[src/rtl/pipe_msg_pkg.sv]
// Shared pipe message definitions for the portal pipe width converters.
// Used by both the serializer and the inverse deserializer.
package pipe_msg_pkg;

    localparam int PIPE_WIDTH    = 32;
    localparam int PIPE_WORDS    = 3;
    localparam int PIPE_MSG_BITS = PIPE_WIDTH * PIPE_WORDS;

    localparam int TAG_WORD  = 0;
    localparam int METH_WORD = 1;
    localparam int V_WORD    = 2;

    typedef logic [PIPE_MSG_BITS-1:0] pipe_msg_t;

    function automatic logic [PIPE_WIDTH-1:0] msg_word(pipe_msg_t m, int k);
        return m[k*PIPE_WIDTH +: PIPE_WIDTH];
    endfunction

endpackage

[src/rtl/pipe_msg_fifo.sv]
// DEPTH-entry register FIFO of whole pipe messages.
// Writes while full and reads while empty are ignored.
module pipe_msg_fifo
    import pipe_msg_pkg::*;
#(
    parameter int DEPTH = 2,
    parameter int W     = PIPE_MSG_BITS
) (
    input  logic         CLK,
    input  logic         nRST,
    input  logic         enq,
    input  logic [W-1:0] enq_data,
    input  logic         deq,
    output logic [W-1:0] deq_data,
    output logic         full,
    output logic         empty
);

    localparam int AW = $clog2(DEPTH);

    logic [W-1:0]  mem [DEPTH];
    logic [AW-1:0] wp;
    logic [AW-1:0] rp;
    logic [AW:0]   count;
    logic          do_enq;
    logic          do_deq;

    assign full     = (count == (AW+1)'(DEPTH));
    assign empty    = (count == '0);
    assign do_enq   = enq & ~full;
    assign do_deq   = deq & ~empty;
    assign deq_data = mem[rp];

    // Pointers wrap naturally since DEPTH is a power of two.
    always_ff @(posedge CLK or negedge nRST) begin
        if (!nRST) begin
            wp    <= '0;
            rp    <= '0;
            count <= '0;
            for (int i = 0; i < DEPTH; i++) begin
                mem[i] <= '0;
            end
        end else begin
            if (do_enq) begin
                mem[wp] <= enq_data;
                wp      <= wp + 1'b1;
            end
            if (do_deq) begin
                rp <= rp + 1'b1;
            end
            unique case ({do_enq, do_deq})
                2'b10:   count <= count + 1'b1;
                2'b01:   count <= count - 1'b1;
                default: count <= count;
            endcase
        end
    end

endmodule

[src/rtl/pipe_msg_serializer.sv]
// Transmit-side converter: buffers whole pipe messages and streams
// them out as WIDTH-bit beats with a last-beat marker.
module pipe_msg_serializer
    import pipe_msg_pkg::*;
#(
    parameter int WIDTH = PIPE_WIDTH,
    parameter int WORDS = PIPE_WORDS,
    parameter int DEPTH = 2,
    parameter int CNTW  = 16
) (
    input  logic                   CLK,
    input  logic                   nRST,
    input  logic                   pipe_enq__ENA,
    input  logic [WIDTH*WORDS-1:0] pipe_enq_v,
    output logic                   pipe_enq__RDY,
    output logic                   beat_enq__ENA,
    output logic [WIDTH-1:0]       beat_enq_v,
    output logic                   beat_enq_last,
    input  logic                   beat_enq__RDY,
    output logic [CNTW-1:0]        sent_count
);

    localparam int MSGW = WIDTH * WORDS;
    localparam int IW   = (WORDS > 1) ? $clog2(WORDS) : 1;
    localparam logic [IW-1:0] LAST_IDX = IW'(WORDS - 1);

    logic [MSGW-1:0] head;
    logic            full;
    logic            empty;
    logic            pop;
    logic [IW-1:0]   idx;
    logic [IW-1:0]   idx_nxt;
    logic [CNTW-1:0] cnt_nxt;

    pipe_msg_fifo #(
        .DEPTH (DEPTH),
        .W     (MSGW)
    ) u_fifo (
        .CLK      (CLK),
        .nRST     (nRST),
        .enq      (pipe_enq__ENA),
        .enq_data (pipe_enq_v),
        .deq      (pop),
        .deq_data (head),
        .full     (full),
        .empty    (empty)
    );

    assign pipe_enq__RDY = nRST & ~full;
    assign beat_enq__ENA = ~empty & beat_enq__RDY;
    assign beat_enq_v    = head[int'(idx)*WIDTH +: WIDTH];
    assign beat_enq_last = (idx == LAST_IDX);

    // IDLE/STREAM is simply empty/!empty; idx walks the head message.
    always_comb begin
        idx_nxt = idx;
        cnt_nxt = sent_count;
        pop     = 1'b0;
        if (beat_enq__ENA) begin
            if (idx != LAST_IDX) begin
                idx_nxt = idx + 1'b1;
            end else begin
                idx_nxt = '0;
                pop     = 1'b1;
                cnt_nxt = sent_count + 1'b1;
            end
        end
    end

    always_ff @(posedge CLK or negedge nRST) begin
        if (!nRST) begin
            idx        <= '0;
            sent_count <= '0;
        end else begin
            idx        <= idx_nxt;
            sent_count <= cnt_nxt;
        end
    end

endmodule

[config.mk]
export PLATFORM = sky130hd
export DESIGN_NAME = pipe_msg_serializer
export DESIGN_NICKNAME = d
export VERILOG_FILES = /design/src/rtl/pipe_msg_pkg.sv /design/src/rtl/pipe_msg_fifo.sv /design/src/rtl/pipe_msg_serializer.sv
export SDC_FILE = /design/constraint.sdc
export NUM_CORES = 1
export LEC_CHECK = 0
export CORE_ASPECT_RATIO = 0.7
export CORE_UTILIZATION = 54
export DETAILED_ROUTE_END_ITERATION = 8
export PLACE_DENSITY = 0.91
export SLEW_MARGIN = 10
export SYNTH_ARGS = -nofsm -noshare
export SYNTH_HDL_FRONTEND = slang
export SYNTH_SLANG_ARGS = --single-unit
export TNS_END_PERCENT = 5
[constraint.sdc]
create_clock -name CLK -period 2.15 [get_ports CLK]
set_clock_uncertainty 0.1 [all_clocks]
set_input_delay 0.43 -clock CLK [delete_from_list [all_inputs] [get_ports CLK]]
set_output_delay 0.43 -clock CLK [all_outputs]
set_load 0.01 [all_outputs]
==> impl_metrics.json, run 1 <==
{
  "outcome": "complete, but fails checks",
  "violations": "negative setup slack",
  "grt_antenna_before_repair": 1,
  "hold_viol": 0,
  "synth_compound_area_frac": 0.0587,
  "finalInstanceArea_um2": 12600,
  "min_period_ns": 2.56,
  "crit_type": "flip-flop to output pin",
  "start_kind": "flip-flop",
  "final_layout_size_suffix_gt1_frac": 0.316,
  "gp_congestion": 0.762,
  "nNetsFinal": 1007,
  "dp_hpwl_um": 14300,
  "initial_utilization": 0.550,
  "io_pins": 151,
  "remaining_drc_errors": 0,
  "area_growth_pct": 26.9,
  "core_area_um2": 18000,
  "clk_pin_slew_ns": 0.06,
  "grt_pass1_wl_um": 35900,
  "hp-class": "flip-flop to flip-flop",
  "synthMuxAreaShare": 0.299,
  "powerDensity_nw_per_um2": 1600,
  "mappedNetlistArea_um2": 9910,
  "firstDrtPassIters": 4,
  "cts_root_buffer": "clkbuf_16",
  "crit_arrival_ns": 2.03,
  "worst_pin_slew_ns": 1.10,
  "finalNonFillerCells": 1155,
  "syn_nets": 845,
  "io_buffers": 150,
  "synth.distinct_cells": 32,
  "clk_latency_ns": 0.48,
  "drtIter0Drc": 463,
  "yosys.area_share.simple": 0.0489,
  "ys_seq_elements": 214,
  "synth.area.top_cells": "dfrtp_1 (54%), mux2_2 (13%), mux2i_1 (6.5%)",
  "layout_setup_ws_ns": -0.410,
  "avgSynthCellArea_um2": 13.3,
  "grt_max_degree": 195,
  "yosysSeqAreaShare": 0.540,
  "slew_headroom": 0.270,
  "maxCapViolations": 0,
  "min_period_over_period": 1.19,
  "fp-row-count": 41,
  "syn_inst": 743,
  "fillCellCount": 1208,
  "cts.sinks": 214,
  "dr_wl_met3_um": 1510,
  "rsz0062_at_grt": "yes",
  "htree_levels": 1,
  "yosys_warnings": 0,
  "synth_xor_area_frac": 0.0177,
  "cp_max_fo": 14,
  "drt-met1-wl_um": 10000,
  "synth_top_cell_by_area": "dfrtp_1",
  "n_antenna_cell": 0,
  "cts_tree": "done",
  "required_ns": 1.62,
  "cts_made_buffers": 21,
  "postPlaceCellArea_um2": 11800,
  "grt_use_total": 0.242,
  "crit_path_end_kind": "output pin",
  "synth_fa_ha_area_frac": 0.00253,
  "dp_slack_ns": -0.254,
  "ir_drop_uv": 888,
  "drv_slew": 0,
  "fin_tns_setup_ns": -10.34,
  "clk_path_buf_depth": 3,
  "gr-total-overflow": 0,
  "drt.antenna.violating_nets": 0,
  "synth_top_area_frac": 0.540,
  "viasPerCell": 5.62,
  "grt_pass1_vias": 6786,
  "power_mw": 20.1,
  "die_h_um": 115,
  "fmax_ghz": 0.391,
  "num_vias": 6487,
  "synth_top_family_by_area": "multiplexers",
  "wl_met2_um": 10500,
  "setup_violations": 32,
  "place_inst": 1107,
  "routed.top_layer": "met5",
  "dieWidth_um": 164,
  "p_leak_nw": 5.50,
  "wl_um": 22400,
  "wl_per_cell_um": 19.4,
  "die_area_um2": 18900
}
-- cells in the mapped netlist (all sizes together) --
cell type	number
xor2	3
mux2i	64
nand2b	2
inv	2
and2	4
nand2	6
dfrtp	214
a21oi	64
o21ai	2
mux2	193
clkbuf	13
and3	3
nor3	2
nor2	67
a21o	1
buf	37
nand4	5
a211oi	32
ha	2
nor4	1
nand3	9
xnor2	17
-- path summary, 6_finish.rpt --
path	slack (ns)	from	endpoint	cells past startpoint
max reg2reg	0.32	idx[0]$_DFFE_PN0N_	sent_count[11]$_DFFE_PN0P_	6
min	0.38	sent_count[15]$_DFFE_PN0P_	sent_count[15]$_DFFE_PN0P_	1
min in group asynchronous	0.43	nRST	u_fifo.mem[20]$_DFFE_PN0P_	3
max in group asynchronous	0.40	nRST	u_fifo.rp$_DFFE_PN0P_	3
min reg2reg	0.38	sent_count[15]$_DFFE_PN0P_	sent_count[15]$_DFFE_PN0P_	1
max	-0.41	idx[0]$_DFFE_PN0N_	beat_enq_v[23]	7
-- placed cells by master (no fill, tap or decap), types with 20 or more instances in the layout --
cell / synthesis / final
a21oi_1: 64 / 58
buf_2: 15 / 28
buf_4: 9 / 20
clkbuf_16: 0 / 21
clkdlybuf4s50_1: 0 / 114
dfrtp_1: 214 / 210
mux2_1: 40 / 40
mux2_2: 113 / 113
mux2_4: 40 / 40
mux2i_1: 64 / 63
nor2_1: 65 / 65
-- metal layers --
| layer | vias up | track usage |
|---|---|---|
| li1 | 2975 | - |
| met2 | 185 | 0.391 |
| met1 | 3294 | 0.333 |
| met5 | - | 0 |
| met4 | 2 | 0.0549 |
| met3 | 31 | 0.0584 |
-- registers in the layout, summed over array words and instances, names as in the netlist --
register	cells
u_fifo.wp	1
sent_count	16
idx	2
u_fifo.count	2
u_fifo.rp	1
u_fifo.mem	192
-- worst max-delay path: stages (launching register included) --
cell	delay, ns
dfrtp_4	0.54
buf_4	0.17
buf_12	0.15
mux2i_1	0.12
nor2_1	0.15
a21oi_1	0.08
a21oi_1	0.17
buf_2	0.15
-- per-stage QoR --
step	util	hold slack, ns
floorplan	-	0.0344
global route	0.698	0.407
CTS	0.695	0.377
finish	0.698	0.375
global placement	0.654	0.361
detailed placement	0.654	0.368
-- timing repair --
action,in CTS,in global routing
hold buffers,1,0
gates cloned,3,0
hold endpoints to repair,20,0
pin swaps,23,17
buffers inserted,4,5
gates resized for setup,133,28
endpoints found under the setup margin,35,33
-- where the power goes --
group / switching, mW / leakage [nW] / internal [mW] / total (mW)
Combinational: 4.35 / 2.62 / 4.92 / 9.27
Sequential: 1.21 / 2.55 / 6.01 / 7.23
Clock: 1.48 / 0.337 / 2.11 / 3.58
-- final cells by class --
type | count | area [µm²] | area share
timing repair buffer | 189 | 1890 | 0.150
clock inverter | 2 | 10.0 | 0.000796
multi-input combinational | 477 | 4340 | 0.345
clock buffer | 35 | 668 | 0.0531
tap | 236 | 295 | 0.0235
sequential | 214 | 5360 | 0.426
inverter | 2 | 15.0 | 0.00119
-- cell families (layout without fill, tap and decap cells) --
logic type                 after synthesis  in the layout
adders and majority gates                2              2
AOI/OAI and AO/OA                       99             99
buffers and inverters                   52            228
muxes                                  257            257
xor gates and xnor gates                20             20
and+or+nand+nor                         99             99
DFF                                    214            214
Power figures use the tool's default switching activity.
==> inputs of run 2 (changes only) <==
--- a/config.mk
+++ b/config.mk
@@ -8,7 +8,7 @@
 export CORE_ASPECT_RATIO = 0.7
 export CORE_UTILIZATION = 54
 export DETAILED_ROUTE_END_ITERATION = 8
-export PLACE_DENSITY = 0.91
+export PLACE_DENSITY = 0.8
 export SLEW_MARGIN = 10
 export SYNTH_ARGS = -nofsm -noshare
 export SYNTH_HDL_FRONTEND = slang
==> run 2 against run 1 <==
Effect of this change:
- the run still ends with negative setup slack left
- die area unchanged
- first-iteration DRC count fell by 28%
- clock power shrank 5%
- sequential share of layout area fell by 0.052 points
- routed wire length decreased by 2.5%
- power decreased by 0.99%
- largest cell class unchanged
==> impl_metrics.json, run 2 (same netlist as run 1, synthesis figures left out) <==
{
  "cts.sinks": 214,
  "largest_reg_flops": 192,
  "die_area_um2": 18900,
  "drv_slew": 0,
  "crit_type": "flip-flop to output pin",
  "postPlaceCellArea_um2": 11800,
  "gp_congestion": 0.770,
  "ir_drop_uv": 927,
  "core_area_um2": 18000,
  "violations": "negative setup slack",
  "layout_commonest_cell": "dfrtp_1",
  "cts_root_buffer": "clkbuf_16",
  "largestRegisters": "u_fifo.mem (192), sent_count (16)",
  "cts_made_buffers": 21,
  "outcome": "complete, but fails checks",
  "grt_max_degree": 109,
  "p_leak_nw": 5.50,
  "n_antenna_cell": 0,
  "clk_pin_slew_ns": 0.06,
  "grt_pass1_vias": 6600,
  "cts_tree": "done",
  "layout_setup_ws_ns": -0.339,
  "fp-row-count": 41,
  "gr-total-overflow": 0,
  "drtIter0Drc": 332,
  "io_pins": 151,
  "setup_violations": 32,
  "viasPerCell": 5.56,
  "initial_utilization": 0.550,
  "htree_levels": 1,
  "finalInstanceArea_um2": 12600,
  "dp_hpwl_um": 13900,
  "area_growth_pct": 27.1,
  "die_h_um": 115,
  "num_vias": 6417,
  "clk_path_buf_depth": 3,
  "fmax_ghz": 0.402,
  "hp-class": "flip-flop to flip-flop",
  "wl_um": 21800,
  "wl_per_cell_um": 18.9,
  "grt_use_total": 0.238,
  "hold_viol": 0,
  "min_period_over_period": 1.16,
  "power_mw": 19.9,
  "remaining_drc_errors": 0,
  "io_buffers": 150,
  "hold_slack_ns": 0.374,
  "min_period_ns": 2.49,
  "grt_pass1_wl_um": 35400,
  "crit_arrival_ns": 1.96,
  "nNetsFinal": 1009,
  "largest-register": "u_fifo.mem",
  "grt_antenna_before_repair": 1,
  "firstDrtPassIters": 4,
  "final_cell_mix": "dfrtp_1 (211), clkdlybuf4s50_1 (114), mux2_2 (113)",
  "clk_latency_ns": 0.48,
  "rsz0062_at_grt": "yes",
  "dieWidth_um": 164,
  "start_kind": "flip-flop",
  "final_layout_size_suffix_gt1_frac": 0.312,
  "cp_max_fo": 10,
  "slew_headroom": 0.610,
  "powerDensity_nw_per_um2": 1580,
  "maxCapViolations": 0,
  "worst_pin_slew_ns": 0.585,
  "required_ns": 1.62,
  "crit_path_end_kind": "output pin",
  "drt.antenna.violating_nets": 0
}
run 2: timing repair:
action,in CTS,in global routing
resized for setup,155,12
hold endpoints to repair,87,0
pin swaps,45,8
setup buffers,5,0
cloned,4,1
setup endpoints to repair,35,33
hold buffers,1,0
run 2: cell type report:
class                   count  area, µm²
fillers                  1243       5420
multi-input cells         477       4310
inverters                   2       15.0
clock buffers              29        596
well taps                 236        295
repair buffers            191       1980
clock inverters             5       27.5
flip-flops and latches    214       5360
run 2: worst paths after layout:
kind | depth (start not counted) | slack (ns) | end | startpoint
min in group asynchronous | 3 | 0.46 | u_fifo.mem[49]$_DFFE_PN0P_ | nRST
setup reg to reg | 6 | 0.34 | sent_count[11]$_DFFE_PN0P_ | idx[0]$_DFFE_PN0N_
hold / removal | 1 | 0.37 | sent_count[15]$_DFFE_PN0P_ | sent_count[15]$_DFFE_PN0P_
setup / recovery | 7 | -0.34 | beat_enq_v[28] | idx[0]$_DFFE_PN0N_
hold reg to reg | 1 | 0.37 | sent_count[15]$_DFFE_PN0P_ | sent_count[15]$_DFFE_PN0P_
max in group asynchronous | 4 | 0.46 | u_fifo.count[0]$_DFFE_PN0P_ | nRST
run 2: routing by layer:
layer  global-route usage  up-vias  wire, µm
li1                     -     2986         -
met1                0.344     3234     10500
met2                0.371      168      9640
met3               0.0570       27      1370
met4               0.0370        2       297
met5                    0        -        13
run 2: worst max-delay path: stages (launching register included):
cell and delay [ns]:
dfrtp_4 0.53, buf_6 0.14, buf_12 0.14, mux2i_2 0.21
nor2_1 0.09, a211oi_2 0.15, a21oi_1 0.07, buf_2 0.14
run 2: metrics by stage:
step	setup TNS, ns	cells	setup WS [ns]	util
3_5_place_dp	-5.40	1109	-0.210	0.656
6_report	-9.53	1154	-0.339	0.699
2_1_floorplan	0	743	0.252	-
4_1_cts	-9.88	1153	-0.327	0.695
5_1_grt	-12.17	1154	-0.414	0.699
3_3_place_gp	-5.05	1109	-0.213	0.656
run 2: where the power goes:
part | leakage, nW | switching [mW] | total, mW | internal (mW)
Sequential | 2.55 | 1.18 | 7.19 | 6.01
Clock | 0.308 | 1.47 | 3.39 | 1.92
Combinational | 2.64 | 4.25 | 9.30 | 5.05
Total | 5.50 | 6.90 | 19.9 | 13.0
